File: src/rtl/cpu_pipe_pkg.sv
// Shared pipeline definitions: per-boundary bundle widths, bubble control values
// and the pipe_stage_reg occupancy encoding.
package cpu_pipe_pkg;

    localparam int unsigned IFID_DATA_W  = 64;
    localparam int unsigned IFID_CTRL_W  = 8;
    localparam int unsigned IDEX_DATA_W  = 96;
    localparam int unsigned IDEX_CTRL_W  = 16;
    localparam int unsigned EXMEM_DATA_W = 96;
    localparam int unsigned EXMEM_CTRL_W = 16;
    localparam int unsigned MEMWB_DATA_W = 64;
    localparam int unsigned MEMWB_CTRL_W = 8;

    // All write enables deasserted: the bubble never commits architectural state.
    localparam logic [IFID_CTRL_W-1:0]  IFID_CTRL_BUBBLE  = '0;
    localparam logic [IDEX_CTRL_W-1:0]  IDEX_CTRL_BUBBLE  = '0;
    localparam logic [EXMEM_CTRL_W-1:0] EXMEM_CTRL_BUBBLE = '0;
    localparam logic [MEMWB_CTRL_W-1:0] MEMWB_CTRL_BUBBLE = '0;

    // Encoding doubles as the occupancy count.
    localparam logic [1:0] StEmpty = 2'd0;
    localparam logic [1:0] StOne   = 2'd1;
    localparam logic [1:0] StFull  = 2'd2;

endpackage

File: src/rtl/pipe_entry_reg.sv
// One pipeline entry ({valid, ctrl, data}) with asynchronous reset and load enable.
module pipe_entry_reg #(
    parameter int unsigned         WIDTH   = 113,
    parameter logic [WIDTH-1:0]    RST_VAL = '0
) (
    input  logic             CLK,
    input  logic             RSTn,
    input  logic             i_load,
    input  logic [WIDTH-1:0] i_d,
    output logic [WIDTH-1:0] o_q
);

    logic [WIDTH-1:0] r_q;

    always_ff @(posedge CLK or negedge RSTn) begin
        if (!RSTn) begin
            r_q <= RST_VAL;
        end else if (i_load) begin
            r_q <= i_d;
        end
    end

    assign o_q = r_q;

endmodule

File: src/rtl/pipe_stage_reg.sv
// Inter-stage pipeline register with valid/ready handshake, flush-to-bubble and an
// optional skid entry that makes in_ready a pure function of registered state.
module pipe_stage_reg
    import cpu_pipe_pkg::*;
#(
    parameter int unsigned        DATA_W      = 96,
    parameter int unsigned        CTRL_W      = 16,
    parameter logic [CTRL_W-1:0]  CTRL_BUBBLE = '0,
    parameter bit                 SKID        = 1'b1
) (
    input  logic              CLK,
    input  logic              RSTn,
    input  logic              in_valid,
    output logic              in_ready,
    input  logic [DATA_W-1:0] in_data,
    input  logic [CTRL_W-1:0] in_ctrl,
    input  logic              flush,
    output logic              out_valid,
    input  logic              out_ready,
    output logic [DATA_W-1:0] out_data,
    output logic [CTRL_W-1:0] out_ctrl,
    output logic [1:0]        occ
);

    localparam int unsigned          ENTRY_W   = DATA_W + CTRL_W + 1;
    localparam logic [ENTRY_W-1:0]   ENTRY_RST = {1'b0, CTRL_BUBBLE, {DATA_W{1'b0}}};

    logic [1:0]         r_state;
    logic [1:0]         w_state_d;
    logic [ENTRY_W-1:0] w_head_q, w_head_d, w_skid_q, w_skid_d;
    logic [ENTRY_W-1:0] w_in_entry, w_head_bubble, w_skid_bubble;
    logic               w_head_ld, w_skid_ld;
    logic               w_in_xfer, w_out_xfer;

    assign out_valid = w_head_q[ENTRY_W-1];
    assign out_data  = w_head_q[DATA_W-1:0];
    assign out_ctrl  = out_valid ? w_head_q[DATA_W +: CTRL_W] : CTRL_BUBBLE;
    assign occ       = r_state;
    assign in_ready  = SKID ? (r_state != StFull) : (out_ready | ~out_valid);

    assign w_in_xfer  = in_valid & in_ready;
    assign w_out_xfer = out_valid & out_ready;

    assign w_in_entry = {1'b1, in_ctrl, in_data};
    // Invalidated entries keep their data so out_data never picks up X from the inputs.
    assign w_head_bubble = {1'b0, CTRL_BUBBLE, w_head_q[DATA_W-1:0]};
    assign w_skid_bubble = {1'b0, CTRL_BUBBLE, w_skid_q[DATA_W-1:0]};

    always_comb begin
        w_state_d = r_state;
        w_head_ld = 1'b0;
        w_head_d  = w_in_entry;
        w_skid_ld = 1'b0;
        w_skid_d  = w_in_entry;
        if (flush) begin
            w_state_d = StEmpty;
            w_head_ld = 1'b1;
            w_head_d  = w_head_bubble;
            w_skid_ld = 1'b1;
            w_skid_d  = w_skid_bubble;
        end else if (!SKID) begin
            if (w_in_xfer) begin
                w_state_d = StOne;
                w_head_ld = 1'b1;
            end else if (w_out_xfer) begin
                w_state_d = StEmpty;
                w_head_ld = 1'b1;
                w_head_d  = w_head_bubble;
            end
        end else begin
            case (r_state)
                StEmpty: begin
                    if (w_in_xfer) begin
                        w_state_d = StOne;
                        w_head_ld = 1'b1;
                    end
                end
                StOne: begin
                    if (w_in_xfer && w_out_xfer) begin
                        w_head_ld = 1'b1;
                    end else if (w_in_xfer) begin
                        w_state_d = StFull;
                        w_skid_ld = 1'b1;
                    end else if (w_out_xfer) begin
                        w_state_d = StEmpty;
                        w_head_ld = 1'b1;
                        w_head_d  = w_head_bubble;
                    end
                end
                StFull: begin
                    if (w_out_xfer) begin
                        w_state_d = StOne;
                        w_head_ld = 1'b1;
                        w_head_d  = w_skid_q;
                        w_skid_ld = 1'b1;
                        w_skid_d  = w_skid_bubble;
                    end
                end
                default: begin
                    w_state_d = StEmpty;
                end
            endcase
        end
    end

    always_ff @(posedge CLK or negedge RSTn) begin
        if (!RSTn) begin
            r_state <= StEmpty;
        end else begin
            r_state <= w_state_d;
        end
    end

    pipe_entry_reg #(
        .WIDTH   (ENTRY_W),
        .RST_VAL (ENTRY_RST)
    ) u_head (
        .CLK    (CLK),
        .RSTn   (RSTn),
        .i_load (w_head_ld),
        .i_d    (w_head_d),
        .o_q    (w_head_q)
    );

    pipe_entry_reg #(
        .WIDTH   (ENTRY_W),
        .RST_VAL (ENTRY_RST)
    ) u_skid (
        .CLK    (CLK),
        .RSTn   (RSTn),
        .i_load (w_skid_ld),
        .i_d    (w_skid_d),
        .o_q    (w_skid_q)
    );

endmodule

File: config.mk
export PLATFORM = sky130hd
export DESIGN_NAME = pipe_stage_reg
export DESIGN_NICKNAME = d
export VERILOG_FILES = /design/src/rtl/cpu_pipe_pkg.sv /design/src/rtl/pipe_entry_reg.sv /design/src/rtl/pipe_stage_reg.sv
export SDC_FILE = /design/constraint.sdc
export NUM_CORES = 1
export LEC_CHECK = 0
export CAP_MARGIN = 30
export CORE_ASPECT_RATIO = 0.5
export CORE_MARGIN = 1.5
export CORE_UTILIZATION = 35
export CTS_CLUSTER_SIZE = 14
export DETAILED_ROUTE_END_ITERATION = 6
export GPL_ROUTABILITY_DRIVEN = 0
export HOLD_SLACK_MARGIN = 0.15
export SLEW_MARGIN = 20
export SYNTH_ARGS = -nofsm -noshare
export SYNTH_HDL_FRONTEND = slang
export SYNTH_SLANG_ARGS = --single-unit
File: constraint.sdc
create_clock -name CLK -period 3.5 [get_ports CLK]
set_input_delay 0.7 -clock CLK [delete_from_list [all_inputs] [get_ports CLK]]
set_output_delay 0.7 -clock CLK [all_outputs]
set_load 0.005 [all_outputs]
==> reports/results.txt <==
Slew @ Worst Pin - 0.841 ns
Int Power - 7.85 mW
Max transition margin - 43.9%
critical path type - reg2out
Tot Pwr - 11.5 mW
Clock power frac - 25.2%
worst path cell trace - and2_1 > clkdlybuf4s50_1
Synth async-reset ratio - 100%
Worst setup SP type - flop
Rows - 46
# IOs - 233
post-synth cell types - 44
Residual DRC - 0
Synth Instances - 1,211
router iterations before antenna repair - 5
setup tns final - 0 ns
Max Fanout on Critical Path - 28
NumNets Final - 1,431
leakage - 6.46 nW
Fin. Hold Viols - 0
Synth warnings - 0
worst skew pair latency - 0.53 ns
Worst EP arrival - 2.20 ns
antenna violations before repair - 2
htree depth - 1
Seq cells post-synth - 228
Reg clk slew, reported paths - 0.07 ns
layout cells sized above 1 - 10.5%
maximum vdd drop - 0.000408 V
TritonCTS Buffers - 24
largest net degree at the start of global routing - 92
reg2reg setup slack - 0.82 ns
die width - 260 um
Post-synth EDFFs - 0
sequential cell area fraction in the yosys report - 49.3%
initial core utilization - 36.1%
Max stage delay on crit path - 0.87 ns
Mean Syn Cell Area - 9.56 um^2
worst r2r src - u_head.o_q[112]
slowest stage cell, crit path - dfrtp_1
post-placement cell count - 1,715
first-pass GRT wire length - 49.6 mm
vias in the first global route - 9,039
CTS tree - built
Final ANT Viol Nets - 0
CTS sink count - 228
worst setup path startpoint - u_head.o_q[112]
area of the core - 32,100 um^2
period utilization - 82.8%
Pins Over Slew Limit - 0
cell area after synthesis - 11,600 um^2
WL final - 30.9 mm
Setup violations, final - 0
required time of the critical path - 2.80 ns
fmax - 345 MHz
vias per std cell - 5.01
ys flop type - dfrtp_1
Root Buffer - clkbuf_16
DR WL/cell - 17.6 um
sequential power share - 39.3%
status - completed
NetSw - 3.68 mW
I/O Buffers - 232
HPWL after DPL - 19.5 mm
sw frac - 31.9%
Area growth syn-to-layout - 25.1%
Fin Clk Skew - 0.0214 ns
fraction of power consumed by combinational cells - 35.5%
pwr dens - 796 nW/um^2
drt initial violations - 497
RSZ-0062 raised after global routing - no
Post-CTS Setup Bufs - 0
Syn Nets - 1,333
CP endpoint kind - output port
Non-Filler Instances - 1,759
multi-input logic area - 4660 um^2
GRT Total Usage - 17.9%
register area - 5710 um^2
die area - 34,300 um^2
fillcell total - 3,000
clock buffer depth - 3
minimum clock period - 2.90 ns
max cap viols - 0
CTS Hold Bufs - 0
global route overflow - 0
Hold Crit Class - in2async
worst hold slack - 0.179 ns
Die Y-Extent - 132 um
routed vias - 8,815
Post-CTS Resized - 0
[state kept, by name, indices dropped and copies added (netlist names)]
register,count
occ,2
u_head.o_q,113
u_skid.o_q,113
[layout make-up]
type	count	share of cell area (%)
diodes	2	0.0345
clock buffers	34	5.03
clock inverters	8	1.14
inverters	22	0.570
multi-input cells	778	32.2
flip-flops and latches	228	39.4
well taps	432	3.73
repair buffers	255	17.9
[worst paths after layout]
path,end,cells past startpoint
hold reg to reg,u_head.o_q[29],1
min in group CLK,u_head.o_q[29],1
setup reg to reg,u_head.o_q[8],5
hold / removal,u_skid.o_q[102],1
max in group asynchronous,u_head.o_q[14],2
setup / recovery,out_ctrl[14],2
[cell families after synthesis]
group	synth area share, %
and+or+nand+nor	11.9
DFF	49.3
AOI/OAI and AO/OA	15.6
adders and majority gates	0.540
muxes	12.0
buffers and inverters	10.7
[worst max-delay path: cells and delay by family (launching register included)]
family	cells	cell delay [ns]
AND/OR/NAND/NOR	1	0.27
flip-flops	1	0.87
buffers and inverters	1	0.51
[cell usage after synthesis (11+ instances only)]
master | count | area [um^2]
a22o_1 | 32 | 280
and2_1 | 27 | 169
nand2_1 | 292 | 1100
buf_4 | 102 | 766
clkbuf_1 | 42 | 158
a21oi_1 | 132 | 661
mux2_2 | 56 | 631
a211oi_1 | 11 | 82.6
dfrtp_1 | 228 | 5710
o21ai_0 | 106 | 531
buf_2 | 30 | 150
mux2i_1 | 27 | 270
mux2_1 | 30 | 338
inv_1 | 22 | 82.6
[power by group through the flow]
stage	sequential, mW	combinational, mW	clock [mW]
after floorplan	4.30	2.99	0
final	4.54	4.10	2.90
after global placement	4.52	4.02	0
after CTS	4.54	4.16	2.97
after detailed placement	4.58	4.14	0
after global routing	4.69	4.50	3.08
[cell usage in the layout, fill, tap and decap left out, drive strengths merged, types with 22 or more instances in the layout]
| master | count |
|---|---|
| nand2 | 292 |
| clkdlybuf4s50 | 231 |
| dfrtp | 228 |
| a21oi | 133 |
| o21ai | 106 |
| mux2 | 96 |
| clkbuf | 34 |
| a22o | 32 |
| and2 | 28 |
| mux2i | 27 |
| buf | 24 |
| inv | 22 |
[metrics by stage]
stage	worst slack, ns	cell area [um^2]	util [%]
finish	0.601	14500	45.1
global route	0.494	14500	45.1
CTS	0.568	14500	45.1
detailed placement	0.506	13600	42.3
global placement	0.541	13600	42.3
floorplan	1.32	11600	-
[layer usage]
layer / GRT usage (%) / wire, um / vias up
met4: 6.07 / 962 / 0
met2: 31.2 / 15700 / 207
met5: 0 / 0 / -
li1: - / - / 4208
met1: 22.5 / 12900 / 4346
met3: 2.66 / 1280 / 54
Note: power is estimated with default switching activity, not from simulation.
